## src/rtl/serial_sub_pkg.sv

```systemverilog
// Shared definitions for the bit-serial subtractor.
//   state_e   : controller state encoding (Idle, Shift, Done)
//   WidthMin  : smallest supported operand width
//   WidthMax  : largest supported operand width
package serial_sub_pkg;

    typedef enum logic [1:0] {
        StIdle  = 2'd0,
        StShift = 2'd1,
        StDone  = 2'd2
    } state_e;

    localparam int unsigned WidthMin = 2;
    localparam int unsigned WidthMax = 32;

endpackage

```

## src/rtl/full_subtractor.sv

```systemverilog
// Single-bit combinational full subtractor: computes x - y - bin.
// Ports:
//   x_i    : minuend bit
//   y_i    : subtrahend bit
//   bin_i  : borrow in
//   d_o    : difference bit
//   bout_o : borrow out
module full_subtractor (
    input  logic x_i,
    input  logic y_i,
    input  logic bin_i,
    output logic d_o,
    output logic bout_o
);

    assign d_o    = x_i ^ y_i ^ bin_i;
    assign bout_o = (~x_i & y_i) | (~(x_i ^ y_i) & bin_i);

endmodule

```

## src/rtl/serial_subtractor.sv

```systemverilog
// Bit-serial unsigned subtractor: diff = a - b, one bit per clock, LSB first.
// A start pulse in Idle latches the operands; Shift runs WIDTH cycles through one
// full_subtractor cell; Done pulses for a single cycle, after which the results hold
// until the next accepted start.
// Optional feature: define SERIAL_SUB_OVF_EN to add the signed-overflow output ovf_o.
// Ports:
//   clk     : clock, rising edge
//   rst_n   : asynchronous active-low reset
//   start_i : request an operation (sampled only in Idle)
//   a_i     : minuend, captured on accepted start
//   b_i     : subtrahend, captured on accepted start
//   busy_o  : high while bits are being processed
//   done_o  : one-cycle pulse, results valid from this cycle on
//   diff_o  : a - b modulo 2^WIDTH
//   bout_o  : final borrow (a < b unsigned)
//   ovf_o   : signed overflow of a - b (SERIAL_SUB_OVF_EN only)
module serial_subtractor
    import serial_sub_pkg::*;
#(
    parameter int unsigned WIDTH = 8
) (
    input  logic             clk,
    input  logic             rst_n,
    input  logic             start_i,
    input  logic [WIDTH-1:0] a_i,
    input  logic [WIDTH-1:0] b_i,
    output logic             busy_o,
    output logic             done_o,
    output logic [WIDTH-1:0] diff_o,
    output logic             bout_o
`ifdef SERIAL_SUB_OVF_EN
    ,
    output logic             ovf_o
`endif
);

    localparam int unsigned CntW = $clog2(WIDTH);
    localparam logic [CntW-1:0] CntLast = CntW'(WIDTH - 1);

    if ((WIDTH < WidthMin) || (WIDTH > WidthMax)) begin : g_width_check
        $error("serial_subtractor: WIDTH out of range");
    end

    state_e           state_q;
    logic [CntW-1:0]  cnt_q;
    logic [WIDTH-1:0] a_sr_q;
    logic [WIDTH-1:0] b_sr_q;
    logic             borrow_q;
    logic [WIDTH-1:0] diff_q;
    logic             bout_q;
    logic             busy_q;
    logic             done_q;

    logic             fs_d;
    logic             fs_bout;

    full_subtractor u_full_subtractor (
        .x_i    (a_sr_q[0]),
        .y_i    (b_sr_q[0]),
        .bin_i  (borrow_q),
        .d_o    (fs_d),
        .bout_o (fs_bout)
    );

`ifdef SERIAL_SUB_OVF_EN
    // Operand sign bits are kept separately because the shift registers lose them.
    logic a_msb_q;
    logic b_msb_q;
    logic ovf_q;

    always_ff @(posedge clk or negedge rst_n) begin
        if (!rst_n) begin
            a_msb_q <= 1'b0;
            b_msb_q <= 1'b0;
            ovf_q   <= 1'b0;
        end else begin
            if (state_q == StIdle && start_i) begin
                a_msb_q <= a_i[WIDTH-1];
                b_msb_q <= b_i[WIDTH-1];
            end
            // On the last bit fs_d is the result sign bit.
            if (state_q == StShift && cnt_q == CntLast) begin
                ovf_q <= (a_msb_q != b_msb_q) && (fs_d != a_msb_q);
            end
        end
    end

    assign ovf_o = ovf_q;
`endif

    always_ff @(posedge clk or negedge rst_n) begin
        if (!rst_n) begin
            state_q  <= StIdle;
            cnt_q    <= '0;
            a_sr_q   <= '0;
            b_sr_q   <= '0;
            borrow_q <= 1'b0;
            diff_q   <= '0;
            bout_q   <= 1'b0;
            busy_q   <= 1'b0;
            done_q   <= 1'b0;
        end else begin
            done_q <= 1'b0;
            unique case (state_q)
                StIdle: begin
                    if (start_i) begin
                        a_sr_q   <= a_i;
                        b_sr_q   <= b_i;
                        borrow_q <= 1'b0;
                        cnt_q    <= '0;
                        busy_q   <= 1'b1;
                        state_q  <= StShift;
                    end
                end
                StShift: begin
                    a_sr_q   <= a_sr_q >> 1;
                    b_sr_q   <= b_sr_q >> 1;
                    borrow_q <= fs_bout;
                    diff_q   <= {fs_d, diff_q[WIDTH-1:1]};
                    if (cnt_q == CntLast) begin
                        // Counter holds here so it never wraps inside an operation.
                        bout_q  <= fs_bout;
                        busy_q  <= 1'b0;
                        done_q  <= 1'b1;
                        state_q <= StDone;
                    end else begin
                        cnt_q <= cnt_q + CntW'(1);
                    end
                end
                StDone: begin
                    state_q <= StIdle;
                end
                default: begin
                    state_q <= StIdle;
                end
            endcase
        end
    end

    assign busy_o = busy_q;
    assign done_o = done_q;
    assign diff_o = diff_q;
    assign bout_o = bout_q;

endmodule
```

## config.mk

```make
export PLATFORM = sky130hd
export DESIGN_NAME = serial_subtractor
export DESIGN_NICKNAME = d
export VERILOG_FILES = /design/src/rtl/serial_sub_pkg.sv /design/src/rtl/full_subtractor.sv /design/src/rtl/serial_subtractor.sv
export SDC_FILE = /design/constraint.sdc
export NUM_CORES = 1
export LEC_CHECK = 0
export CORE_ASPECT_RATIO = 2
export CORE_MARGIN = 2
export CORE_UTILIZATION = 55
export DETAILED_ROUTE_END_ITERATION = 16
export PLACE_DENSITY = 0.88
export SKIP_LAST_GASP = 1
export SYNTH_ARGS = -nofsm -noshare
export SYNTH_HDL_FRONTEND = slang
export SYNTH_SLANG_ARGS = --single-unit
```

## constraint.sdc

```tcl
create_clock -name clk -period 2.35 [get_ports clk]
set_input_delay 0.47 -clock clk [delete_from_list [all_inputs] [get_ports clk]]
set_output_delay 0.47 -clock clk [all_outputs]
set_load 0.01 [all_outputs]
```

==> results of run 1 <==
state kept, by name, indices dropped and copies added (netlist names):
register / count
a_sr_q: 8
b_sr_q: 8
diff_o: 8
cnt_q: 3
state_q: 2
borrow_q: 1
bout_o: 1
busy_o: 1
done_o: 1
Yosys cell counts, types with 2 or more instances:
master	n
nor3_1	6
o21ai_0	7
o221a_1	3
nand2_1	27
ha_1	3
nor2_2	4
a22o_1	5
buf_4	4
inv_1	4
nor2b_1	2
buf_2	2
dfrtp_1	33
nor2_1	12
nand2b_1	2
buf_6	3
a211oi_2	6
o221a_2	5
nand3b_1	9
cell usage in the layout (no fill, tap or decap), drive strengths merged, types with 2 or more instances in the layout:
cell           Yosys  final
nor2              16     16
a22o               5      5
o21ai              7      7
nand3b             9      9
nand2             27     27
clkdlybuf4s50      0     29
buf                9      4
clkbuf             0      7
o221a              8      8
ha                 3      3
nand2b             2      2
nor3               6      6
dfrtp             33     33
nor2b              2      2
a211oi             6      6
inv                4      4
final timing paths:
check | from | end | slack (ps) | depth (start not counted)
min in group asynchronous | rst_n | b_sr_q[5]$_DFFE_PN0P_ | 590 | 2
worst max register to register | state_q[1]$_DFFE_PN0P_ | cnt_q[0]$_DFFE_PN0P_ | 870 | 4
worst min-delay path | diff_o[0]$_DFFE_PN0P_ | diff_o[0]$_DFFE_PN0P_ | 490 | 2
worst max-delay path | start_i | a_sr_q[1]$_DFFE_PN0P_ | 630 | 4
worst min register to register | diff_o[0]$_DFFE_PN0P_ | diff_o[0]$_DFFE_PN0P_ | 490 | 2
max in group asynchronous | rst_n | diff_o[6]$_DFFE_PN0P_ | 1460 | 2
stage by stage:
step            util  worst slack, ps  hold WS (ps)  instance area, sq um
2_1_floorplan      -              993           174                  1570
3_3_place_gp   0.677              406           463                  1850
3_5_place_dp   0.677              332           474                  1850
4_1_cts        0.708              640           490                  1940
5_1_grt        0.708              552           523                  1940
6_report       0.708              633           485                  1940
layer usage:
layer,GRT usage,vias up
met5,0,-
met4,0.126,0
met3,0.0543,7
met2,0.397,36
met1,0.235,582
li1,-,559
final cells by class:
type / instances / area, sq um
clock buffers: 7 / 86.3
multi-input cells: 99 / 654
flip-flops and latches: 33 / 826
well taps: 29 / 36.3
fillers: 201 / 798
repair buffers: 33 / 320
inverters: 4 / 15.0
cell families (layout without fill, tap and decap cells):
logic type	count (synthesis)	count (layout)
DFF	33	33
adders and majority gates	4	4
muxes	1	1
buffers and inverters	13	44
AOI/OAI and AO/OA	29	29
and+or+nand+nor	65	65
worst max-delay path, delay by kind of cell:
kind	cells	cell delay (ps)
buffers and inverters	1	760
AND/OR/NAND/NOR	2	590
AO/OA/AOI/OAI	1	70
where the power goes:
| part | internal, mW | switching [mW] |
|---|---|---|
| combinational | 0.530 | 0.462 |
| sequential | 0.815 | 0.189 |
| clock | 0.232 | 0.202 |
| total | 1.58 | 0.853 |
==> flow_summary.ini, run 1 <==
[synthesis]
synth_compound_area_frac = 0.173
synth_flop_cell = dfrtp_1
syn_avg_cell_area_sq_um = 10.8
ys_seq_area_frac = 0.526
synth_fa_ha_area_frac = 0.0367
synth.area.top_cells = dfrtp_1 (53%), nand2_1 (6.5%), a211oi_2 (4.8%), nand3b_1 (4.3%), o221a_2 (3.6%)
synthDominantCellAreaShare = 0.526
ys_ff_latch = 33
muxShareOfSynthArea = 0.00718
syn_nets = 168
ys_types = 26
synth_top_family_by_area = simple AND/OR/NAND/NOR gates
async_reset_ff_frac = 1.00
synth_cells = 145
synth_xor_area_frac = 0
synth_edf_count = 0
synth_area_sq_mm = 0.00157
yosys.area_share.simple = 0.200
ys_warn_count = 0
yosysTopAreaCell = dfrtp_1

[clock_tree]
clkLatencyLatePin_ps = 290
clk_pin_slew_ps = 60
clockBufferDepth = 2
htreeDepth = 2
ctsHoldBuffers = 0
cts_tree = built
numCtsBuffers = 5
cts_setup_buffers = 0
cts.sinks = 33
cts_resized = 0
cts_root_buffer = clkbuf_8

[place]
gp_congestion = 0.772
placed_cells = 198
port_buffers = 29
dp_hpwl_um = 2350

[routing]
wirelength_um = 3230
wl_met1_um = 1200
drc_errors = 0
maxUsedRoutingLayer = met4
drt_iter0_markers = 45
firstDrtPassIters = 4
ant_nets = 0
wl_met3_um = 133
wl_met2_um = 1810
vias = 1184
wl_per_cell_um = 15.7
viasPerCell = 5.78

[worst_setup_path]
cp_max_fo = 12
setup.worst_path.start_class = input pin
worstPathArrival_ps = 1880
cpPeakStageDelay_ps = 760
worstPathRequired_ps = 2520
slowest_stage = clkdlybuf4s50_1
setup.worst_path.end_class = flip-flop
timing_worst_setup_path_type = input pin to flip-flop
crit_chain = clkdlybuf4s50_1 -> or2b_1 -> nor3_1 -> a211oi_2

[floorplan]
fp.dieW_um = 41.8
start_util = 0.573
fp-row-count = 27
design.core.area_sq_mm = 0.00274
die_y_um = 79.5
ios = 30
die-area_sq_mm = 0.00332

[layout]
fin_nets = 199
drive_above_1_share = 0.153
syn2layout_area_growth_pct = 23.5
layout.cells.non_filler = 205
diodes = 0

[pwr]
power.density_mw_per_mm2 = 1250
peakVddDrop_v = 0.000777
power.leakage_nw = 0.862
p_total_mw = 2.43

[timing]
layout_min_cycle_time_ps = 1720
skew_ps = 2.86
max_freq_ghz = 0.582
hold_viol_final = 0
setup_violations = 0
tightest_slew_ps = 628
rsz0062_at_grt = no
slew_headroom = 0.580
period_share = 0.731
drv_slew = 0
tns_ps = 0

[run]
drv_cap = 0

[global_route]
grt_use_total = 0.224
grt_pass1_vias = 1263
gr-total-overflow = 0
grt_max_degree = 34
grt_pass1_wl_um = 5620
antenna_found_initial = 0

[min_path]
hp-class = flip-flop to flip-flop

[status]
status = complete, no violations
Note: power is estimated with default switching activity, not from simulation.
==> run 2, diff against run 1 <==
- CORE_UTILIZATION: 55 -> 51
- PLACE_DENSITY: 0.88 -> 0.83
- clock period: 2.35 -> 1.7 ns (I/O delays scaled with it)
==> flow_summary.ini, run 2 (same netlist as run 1, synthesis figures left out) <==
[status]
status = complete, no violations

[clock_tree]
numCtsBuffers = 5
clk_pin_slew_ps = 70
clkLatencyLatePin_ps = 280
cts_setup_buffers = 0
ctsHoldBuffers = 0
cts_tree = built
clockBufferDepth = 2
htreeDepth = 2
cts_root_buffer = clkbuf_8
cts.sinks = 33

[layout]
drive_above_1_share = 0.178
fin_nets = 202
syn2layout_area_growth_pct = 25.0
design_area_sq_mm = 0.00196
layout_common_cells = dfrtp_1 (33), clkdlybuf4s50_1 (29), nand2_1 (27)
layout.cells.non_filler = 210
diodes = 0
final_common_cell = dfrtp_1
final_util = 0.666

[global_route]
antenna_found_initial = 0
grt_use_total = 0.223
grt_max_degree = 34
gr-total-overflow = 0
grt_pass1_vias = 1271
grt_pass1_wl_um = 5820

[worst_setup_path]
setup.worst_path.end_class = output port
worstPathRequired_ps = 1360
setup.worst_path.start_class = flip-flop
timing_worst_setup_path_type = flip-flop to output port
crit_chain = clkdlybuf4s50_1
slowest_stage = clkdlybuf4s50_1
worstPathArrival_ps = 1190
timing.critical_path.buf_inv = 1
reg2reg_slack_ps = 190
cp_max_fo = 3
crit_family = buffers and inverters
cpPeakStageDelay_ps = 540

[floorplan]
design.core.area_sq_mm = 0.00294
fp-row-count = 28
start_util = 0.533
fp.dieW_um = 43.2
ios = 30
die_y_um = 82.4
die-area_sq_mm = 0.00356

[routing]
viasPerCell = 5.65
ant_nets = 0
drc_errors = 0
wirelength_um = 3410
firstDrtPassIters = 4
vias = 1186
drt_iter0_markers = 14
wl_per_cell_um = 16.2

[pwr]
peakVddDrop_v = 0.00114
power.density_mw_per_mm2 = 1720
p_total_mw = 3.38
power.leakage_nw = 0.879

[place]
dp_hpwl_um = 2490
gp_congestion = 0.864
placed_cells = 202
place_area_sq_mm = 0.00188
port_buffers = 29
pre_cts_slack_ps = 31.2

[run]
drv_cap = 0

[timing]
timing.hold.ws_ps = 456
skew_ps = 4.81
tns_ps = 0
layout_min_cycle_time_ps = 1530
tightest_slew_ps = 505
max_freq_ghz = 0.652
period_share = 0.903
slew_headroom = 0.663
rsz0062_at_grt = no
drv_slew = 0
setup_violations = 0
hold_viol_final = 0
worst_slack_ps = 165

[min_path]
hp-class = input pin to asynchronous set/reset pin
==> run 2: cell count changes in the layout (fill, tap and decap cells not counted), sizes merged <==
cell	delta
buf	+3
clkinv	+2
clkbuf	-1
==> run 2: worst paths after layout <==
check                                        end  cells after the start                   from
min in group clk           diff_o[0]$_DFFE_PN0P_                      2  diff_o[0]$_DFFE_PN0P_
max in group asynchronous  diff_o[7]$_DFFE_PN0P_                      2                  rst_n
setup reg to reg            cnt_q[0]$_DFFE_PN0P_                      5   cnt_q[0]$_DFFE_PN0P_
hold / removal             b_sr_q[6]$_DFFE_PN0P_                      2                  rst_n
setup / recovery                       diff_o[2]                      1  diff_o[2]$_DFFE_PN0P_
hold reg to reg            diff_o[0]$_DFFE_PN0P_                      2  diff_o[0]$_DFFE_PN0P_
==> run 2: report_power, final <==
| group | total [mW] | internal, mW | switching, mW | leakage, nW |
|---|---|---|---|---|
| Clock | 0.563 | 0.283 | 0.280 | 0.0450 |
| Sequential | 1.39 | 1.13 | 0.260 | 0.399 |
| Combinational | 1.43 | 0.752 | 0.676 | 0.435 |
| Total | 3.38 | 2.16 | 1.22 | 0.879 |
==> run 2: timing repair <==
item | CTS | global route
gates resized for setup | 0 | 1
endpoints found under the hold margin | 0 | 0
setup endpoints to repair | 0 | 8
==> run 2: layout make-up <==
cell class | count | area [sq um]
well taps | 30 | 37.5
clock buffers | 6 | 72.6
clock inverters | 2 | 10.0
fillers | 240 | 982
repair buffers | 36 | 343
flip-flops and latches | 33 | 826
multi-input cells | 99 | 657
inverters | 4 | 15.0
==> run 2: per-layer routing <==
metal / track usage / up-vias / share of wire
li1: - / 568 / -
met1: 0.241 / 580 / 0.38
met2: 0.397 / 28 / 0.55
met3: 0.0543 / 10 / 0.036
met4: 0.106 / 0 / 0.031
met5: 0 / - / 0
